===== config.mk =====
export PLATFORM = sky130hd
export DESIGN_NAME = instr_fetch
export DESIGN_NICKNAME = d
export VERILOG_FILES = /design/src/rtl/instr_fetch.sv
export SDC_FILE = /design/constraint.sdc
export NUM_CORES = 1
export LEC_CHECK = 0
export CORE_MARGIN = 1.5
export CORE_UTILIZATION = 55
export DETAILED_ROUTE_END_ITERATION = 8
export PLACE_DENSITY = 0.85
export SLEW_MARGIN = 25
export SYNTH_ARGS = -nofsm -noshare
export SYNTH_HDL_FRONTEND = slang
export SYNTH_SLANG_ARGS = --single-unit

===== constraint.sdc =====
create_clock -name clk -period 3.75 [get_ports clk]
set_input_delay 0.375 -clock clk [delete_from_list [all_inputs] [get_ports clk]]
set_output_delay 0.375 -clock clk [all_outputs]
set_load 0.1 [all_outputs]

===== src/rtl/instr_fetch.sv =====
`default_nettype none
// ============================================================================
//  Module   : instr_fetch
//  Purpose  : Instruction fetch stage of the fdt16 CPU. Holds the program
//             counter, issues word reads to instruction memory over a req/ack
//             handshake and hands 16-bit instruction words, tagged with their
//             PC, to the decoder. An output register plus a skid register
//             absorb decode back-pressure without dropping words. A branch
//             redirect flushes both registers and any in-flight fetch.
//
//  Ports    :
//    clk            in   1       rising-edge clock
//    rst            in   1       synchronous active-high reset
//    imem_req       out  1       fetch request to instruction memory
//    imem_addr      out  ADDR_W  word address of the current request
//    imem_ack       in   1       imem_rdata valid this cycle (only with req)
//    imem_rdata     in   16      returned instruction word
//    stall          in   1       decoder cannot take the instruction
//    branch_taken   in   1       single-cycle redirect pulse
//    branch_target  in   ADDR_W  redirect address, valid with branch_taken
//    instr          out  16      instruction word to the decoder
//    instr_valid    out  1       instr / instr_pc hold a live instruction
//    instr_pc       out  ADDR_W  address instr was fetched from
//
//  Revision : 1.0  initial release
// ============================================================================
module instr_fetch #(
    parameter int unsigned        ADDR_W   = 16,
    parameter logic [ADDR_W-1:0]  RESET_PC = '0
) (
    input  logic              clk,
    input  logic              rst,
    output logic              imem_req,
    output logic [ADDR_W-1:0] imem_addr,
    input  logic              imem_ack,
    input  logic [15:0]       imem_rdata,
    input  logic              stall,
    input  logic              branch_taken,
    input  logic [ADDR_W-1:0] branch_target,
    output logic [15:0]       instr,
    output logic              instr_valid,
    output logic [ADDR_W-1:0] instr_pc
);

    localparam int unsigned       c_INSTR_W = 16;
    localparam logic [ADDR_W-1:0] c_PC_ONE  = {{(ADDR_W-1){1'b0}}, 1'b1};
    localparam logic [ADDR_W-1:0] c_PC_ZERO = '0;

    // ------------------------------------------------------------------
    // State registers
    // ------------------------------------------------------------------
    logic [ADDR_W-1:0]    pc_q,          pc_d;
    logic                 running_q,     running_d;
    logic                 discard_q,     discard_d;
    // Address of the request whose ack is being thrown away. pc_q already
    // points at the branch target while that old request is still pending,
    // so the old address has to be held separately to keep imem_addr stable.
    logic [ADDR_W-1:0]    hold_addr_q,   hold_addr_d;

    logic [c_INSTR_W-1:0] out_instr_q,   out_instr_d;
    logic [ADDR_W-1:0]    out_pc_q,      out_pc_d;
    logic                 out_valid_q,   out_valid_d;

    logic [c_INSTR_W-1:0] skid_instr_q,  skid_instr_d;
    logic [ADDR_W-1:0]    skid_pc_q,     skid_pc_d;
    logic                 skid_valid_q,  skid_valid_d;

    // ------------------------------------------------------------------
    // Combinational handshake terms
    // ------------------------------------------------------------------
    logic w_req;
    logic w_accept;
    logic w_consume;

    // Requests stop as soon as the skid register holds a word: at that
    // point both buffer entries are occupied and nothing could be stored.
    assign w_req     = running_q & ~skid_valid_q;

    assign w_accept  = imem_ack & w_req & ~discard_q & ~branch_taken;
    assign w_consume = out_valid_q & ~stall;

    assign imem_req    = w_req;
    assign imem_addr   = discard_q ? hold_addr_q : pc_q;

    assign instr       = out_instr_q;
    assign instr_pc    = out_pc_q;
    assign instr_valid = out_valid_q;

    // ------------------------------------------------------------------
    // Next-state logic
    // ------------------------------------------------------------------
    always_comb begin
        pc_d          = pc_q;
        running_d     = 1'b1;
        discard_d     = discard_q;
        hold_addr_d   = hold_addr_q;
        out_instr_d   = out_instr_q;
        out_pc_d      = out_pc_q;
        out_valid_d   = out_valid_q;
        skid_instr_d  = skid_instr_q;
        skid_pc_d     = skid_pc_q;
        skid_valid_d  = skid_valid_q;

        if (branch_taken) begin
            // Redirect wins over accept and stall. Anything the decoder
            // takes this cycle is already delivered; the rest is flushed.
            pc_d         = branch_target;
            out_valid_d  = 1'b0;
            skid_valid_d = 1'b0;

            if (w_req && !imem_ack) begin
                // A request is still open: its eventual ack must be thrown
                // away. If one is already being discarded, the held address
                // is the one still on the bus, so leave it alone.
                discard_d = 1'b1;
                if (!discard_q) begin
                    hold_addr_d = pc_q;
                end
            end else if (discard_q && imem_ack) begin
                discard_d = 1'b0;
            end
        end else begin
            if (discard_q && imem_ack && w_req) begin
                discard_d = 1'b0;
            end

            if (w_accept) begin
                pc_d = pc_q + c_PC_ONE;
            end

            if (w_consume) begin
                if (skid_valid_q) begin
                    // Oldest word lives in skid; it moves forward first.
                    out_instr_d = skid_instr_q;
                    out_pc_d    = skid_pc_q;
                    out_valid_d = 1'b1;
                    if (w_accept) begin
                        skid_instr_d = imem_rdata;
                        skid_pc_d    = pc_q;
                        skid_valid_d = 1'b1;
                    end else begin
                        skid_valid_d = 1'b0;
                    end
                end else if (w_accept) begin
                    out_instr_d = imem_rdata;
                    out_pc_d    = pc_q;
                    out_valid_d = 1'b1;
                end else begin
                    out_valid_d = 1'b0;
                end
            end else if (w_accept) begin
                if (!out_valid_q && !skid_valid_q) begin
                    out_instr_d = imem_rdata;
                    out_pc_d    = pc_q;
                    out_valid_d = 1'b1;
                end else begin
                    skid_instr_d = imem_rdata;
                    skid_pc_d    = pc_q;
                    skid_valid_d = 1'b1;
                end
            end
        end
    end

    // ------------------------------------------------------------------
    // Registers
    // ------------------------------------------------------------------
    always_ff @(posedge clk) begin
        if (rst) begin
            pc_q         <= RESET_PC;
            running_q    <= 1'b0;
            discard_q    <= 1'b0;
            hold_addr_q  <= RESET_PC;
            out_instr_q  <= '0;
            out_pc_q     <= c_PC_ZERO;
            out_valid_q  <= 1'b0;
            skid_instr_q <= '0;
            skid_pc_q    <= c_PC_ZERO;
            skid_valid_q <= 1'b0;
        end else begin
            pc_q         <= pc_d;
            running_q    <= running_d;
            discard_q    <= discard_d;
            hold_addr_q  <= hold_addr_d;
            out_instr_q  <= out_instr_d;
            out_pc_q     <= out_pc_d;
            out_valid_q  <= out_valid_d;
            skid_instr_q <= skid_instr_d;
            skid_pc_q    <= skid_pc_d;
            skid_valid_q <= skid_valid_d;
        end
    end

endmodule
`default_nettype wire


==> results.py <==
metrics = {
    "sta": {
        "tns_ns": 0,
        "fmax_mhz": 393,
        "relSlewSlack_pct": 33.5,
        "post-route-min-period_ns": 2.55,
        "drv_slew": 0,
        "setup_viol": 0,
        "min_period_over_period_pct": 67.9,
        "fin_skew_ns": 0.00986,
        "final_hold_viol_count": 0,
        "hold_slack_ns": 0.460,
        "setup_slack_ns": 1.20,
        "rsz0062_at_grt": "no",
        "max_slew.worst_pin.slew_ns": 0.994,
    },
    "floorplanning": {
        "rows": 32,
        "die_w_um": 91.8,
        "dieArea_um2": 8420,
        "core_um2": 7690,
        "start_util_pct": 56.4,
        "pin_count": 87,
        "die_y_um": 91.8,
    },
    "clock_network": {
        "cts_setup_buffers": 0,
        "cts.path.max_buffers": 2,
        "htreeDepth": 3,
        "cts_hold_buf": 0,
        "cts_buffers": 9,
        "clkSlewWorstSetupHoldPaths_ns": 0.09,
        "post_cts_resized": 0,
        "clk_latency_ns": 0.36,
        "cts_tree": "yes",
        "cts_sinks": 100,
        "cts_root_buf": "clkbuf_8",
    },
    "route": {
        "vias_per_cell": 5.77,
        "drcViolationCount": 0,
        "ant_nets": 0,
        "routed_wl_mm": 10.7,
        "first_iter_violations": 273,
        "drt_pass1_iterations": 4,
        "via_count": 3985,
        "wl_per_cell_um": 15.4,
    },
    "grt": {
        "met1_usage_pct": 31.8,
        "antenna_found_initial": 0,
        "grt_pass1_wl_mm": 17.6,
        "grt_max_degree": 65,
        "use_met2_pct": 44.5,
        "grt_usage_pct": 25.7,
        "grt_busiest_layer": "met2",
        "met3_usage_pct": 4.15,
        "grt_pass1_vias": 3825,
        "overflow": 0,
    },
    "cells_and_area": {
        "antennaDiodeCount": 0,
        "syn_to_final_growth_pct": 24.3,
        "drive_above_1_share_pct": 10.9,
        "nNetsFinal": 622,
    },
    "power_and_ir_drop": {
        "clockPowerShare_pct": 30.7,
        "powerDensity_nw_per_um2": 433,
        "internal-power_mw": 1.58,
        "p_sw_uw": 753,
        "combPwrFrac_pct": 20.6,
        "swShare_pct": 32.3,
        "p_leak_nw": 1.83,
        "seqPwrFrac_pct": 48.8,
        "vdd_drop_max_mv": 0.344,
    },
    "synthesis": {
        "syn_nets": 564,
        "ys_warn_count": 0,
        "synthFlopType": "dfxtp_1",
        "netlist_area_um2": 4330,
        "synth_area_leaders": "dfxtp_1 46%, nand2_1 9.2%, a311oi_1 6.9%",
        "postSynth.asyncResetShare_pct": 0,
        "ys_seq_elements": 100,
        "syn_area_per_cell_um2": 8.24,
        "synth_area_leader_cell": "dfxtp_1",
        "yosysSeqAreaShare_pct": 46.2,
        "synth.distinct_cells": 37,
        "synth-edff-count": 0,
        "netlist_instances": 526,
        "synth_top_area_share_pct": 46.2,
    },
    "critical_path": {
        "critical_path_arrival_ns": 2.17,
        "cpMaxStageDelayCell": "clkdlybuf4s50_1",
        "crit_chain": "nor2b_1 -> clkdlybuf4s50_1",
        "start_kind": "register",
        "slowest_delay_ns": 1.19,
        "cp_max_fo": 3,
        "end_kind": "output port",
        "path_class": "register to output port",
        "required_ns": 3.38,
    },
    "place": {
        "routabilityCongestion": 0.875,
        "port_buffers": 86,
        "hpwl_mm": 6.97,
        "pre_cts_ws_ns": 1.05,
    },
    "job": {
        "drv_cap": 0,
    },
    "status": {
        "outcome": "finished clean",
    },
    "min_path": {
        "min_path_type": "register to register",
    },
}
[synthesized netlist by cell type (2+ instances only)]
library cell    n
a211oi_1       11
a21oi_1        35
a311oi_1       34
buf_1           2
buf_2           6
clkbuf_1       41
dfxtp_1       100
inv_1           5
mux2_2         13
mux2i_1        17
nand2_1       106
nand2b_1        2
nand3_1        38
nand4_1         2
nor2_1         63
nor2b_1         3
nor3_1          6
nor4_1          7
o21ai_0         6
o311a_1         2
or3_1           2
xnor2_1         8
xor2_1          3
[cell usage in the layout, fill, tap and decap left out, types with 3 or more instances in the layout]
master	instances
inv_1	5
clkdlybuf4s50_1	69
nor4_1	7
a211oi_1	11
xor2_1	3
nor2_1	63
clkbuf_8	11
o21ai_0	6
a311oi_1	34
mux2_2	13
xnor2_1	8
nor3_1	5
nand3_1	38
nand2_1	105
mux2i_1	17
buf_4	26
dfxtp_1	100
a21oi_1	35
[power by group through the flow]
stage / Combinational (mW) / Clock, mW / Sequential, mW
5_1_grt: 0.501 / 0.768 / 1.14
6_report: 0.480 / 0.715 / 1.14
2_1_floorplan: 0.229 / 0 / 1.28
3_3_place_gp: 0.470 / 0 / 1.16
4_1_cts: 0.480 / 0.719 / 1.14
3_5_place_dp: 0.478 / 0 / 1.16
[final timing paths]
check | startpoint | to | slack, ns | depth (start not counted)
max | running_q$_DFF_P_ | imem_req | 1.20 | 2
min | skid_instr_q[15]$_SDFFE_PP0P_ | skid_instr_q[15]$_SDFFE_PP0P_ | 0.46 | 2
max reg2reg | skid_valid_q$_SDFFE_PP0P_ | instr_pc[3]$_SDFFE_PP0P_ | 1.53 | 6
min reg2reg | skid_instr_q[15]$_SDFFE_PP0P_ | skid_instr_q[15]$_SDFFE_PP0P_ | 0.46 | 2
[cells by family after synthesis]
| kind of cell | share of synthesized area, % |
|---|---|
| AND/OR/NAND/NOR | 24.0 |
| AO/OA/AOI/OAI | 15.1 |
| multiplexers | 7.30 |
| XOR/XNOR | 2.22 |
| flip-flops | 46.2 |
| buffers and inverters | 4.94 |
| adder cells (fa/ha/maj) | 0.289 |
[layer usage]
metal | wire length (um) | part of all wire, %
met5 | 0 | 0
met4 | 224 | 2.1
met3 | 582 | 5.5
met2 | 5080 | 48
met1 | 4770 | 45
[through the flow]
stage | instances | cell area (um^2) | utilization (%) | power (mW)
global route | 691 | 5390 | 70.1 | 2.41
detailed placement | 675 | 5170 | 67.3 | 1.64
CTS | 691 | 5390 | 70.1 | 2.34
finish | 691 | 5390 | 70.1 | 2.33
floorplan | 526 | 4330 | - | 1.51
global placement | 675 | 5170 | 67.3 | 1.63
[sequential cells by signal, indices dropped and copies added (netlist names)]
register,flops
skid_valid_q,1
skid_instr_q,16
hold_addr_q,16
instr_pc,16
running_q,1
skid_pc_q,16
instr_valid,1
instr,16
discard_q,1
pc_q,16
[cell type report]
class,count,area [um^2]
Fill cell,628,2300
Clock buffer,11,151
Timing Repair Buffer,96,891
Inverter,6,22.5
Sequential cell,100,2000
Tap cell,102,128
Multi-Input combinational cell,371,2130
Clock inverter,5,60.1
[worst max-delay path, delay by kind of cell (launching register included)]
kind	cells	cell delay, ns
DFF	1	0.35
buffers and inverters	1	1.19
and+or+nand+nor	1	0.27
(Power assumes the default switching activity.)
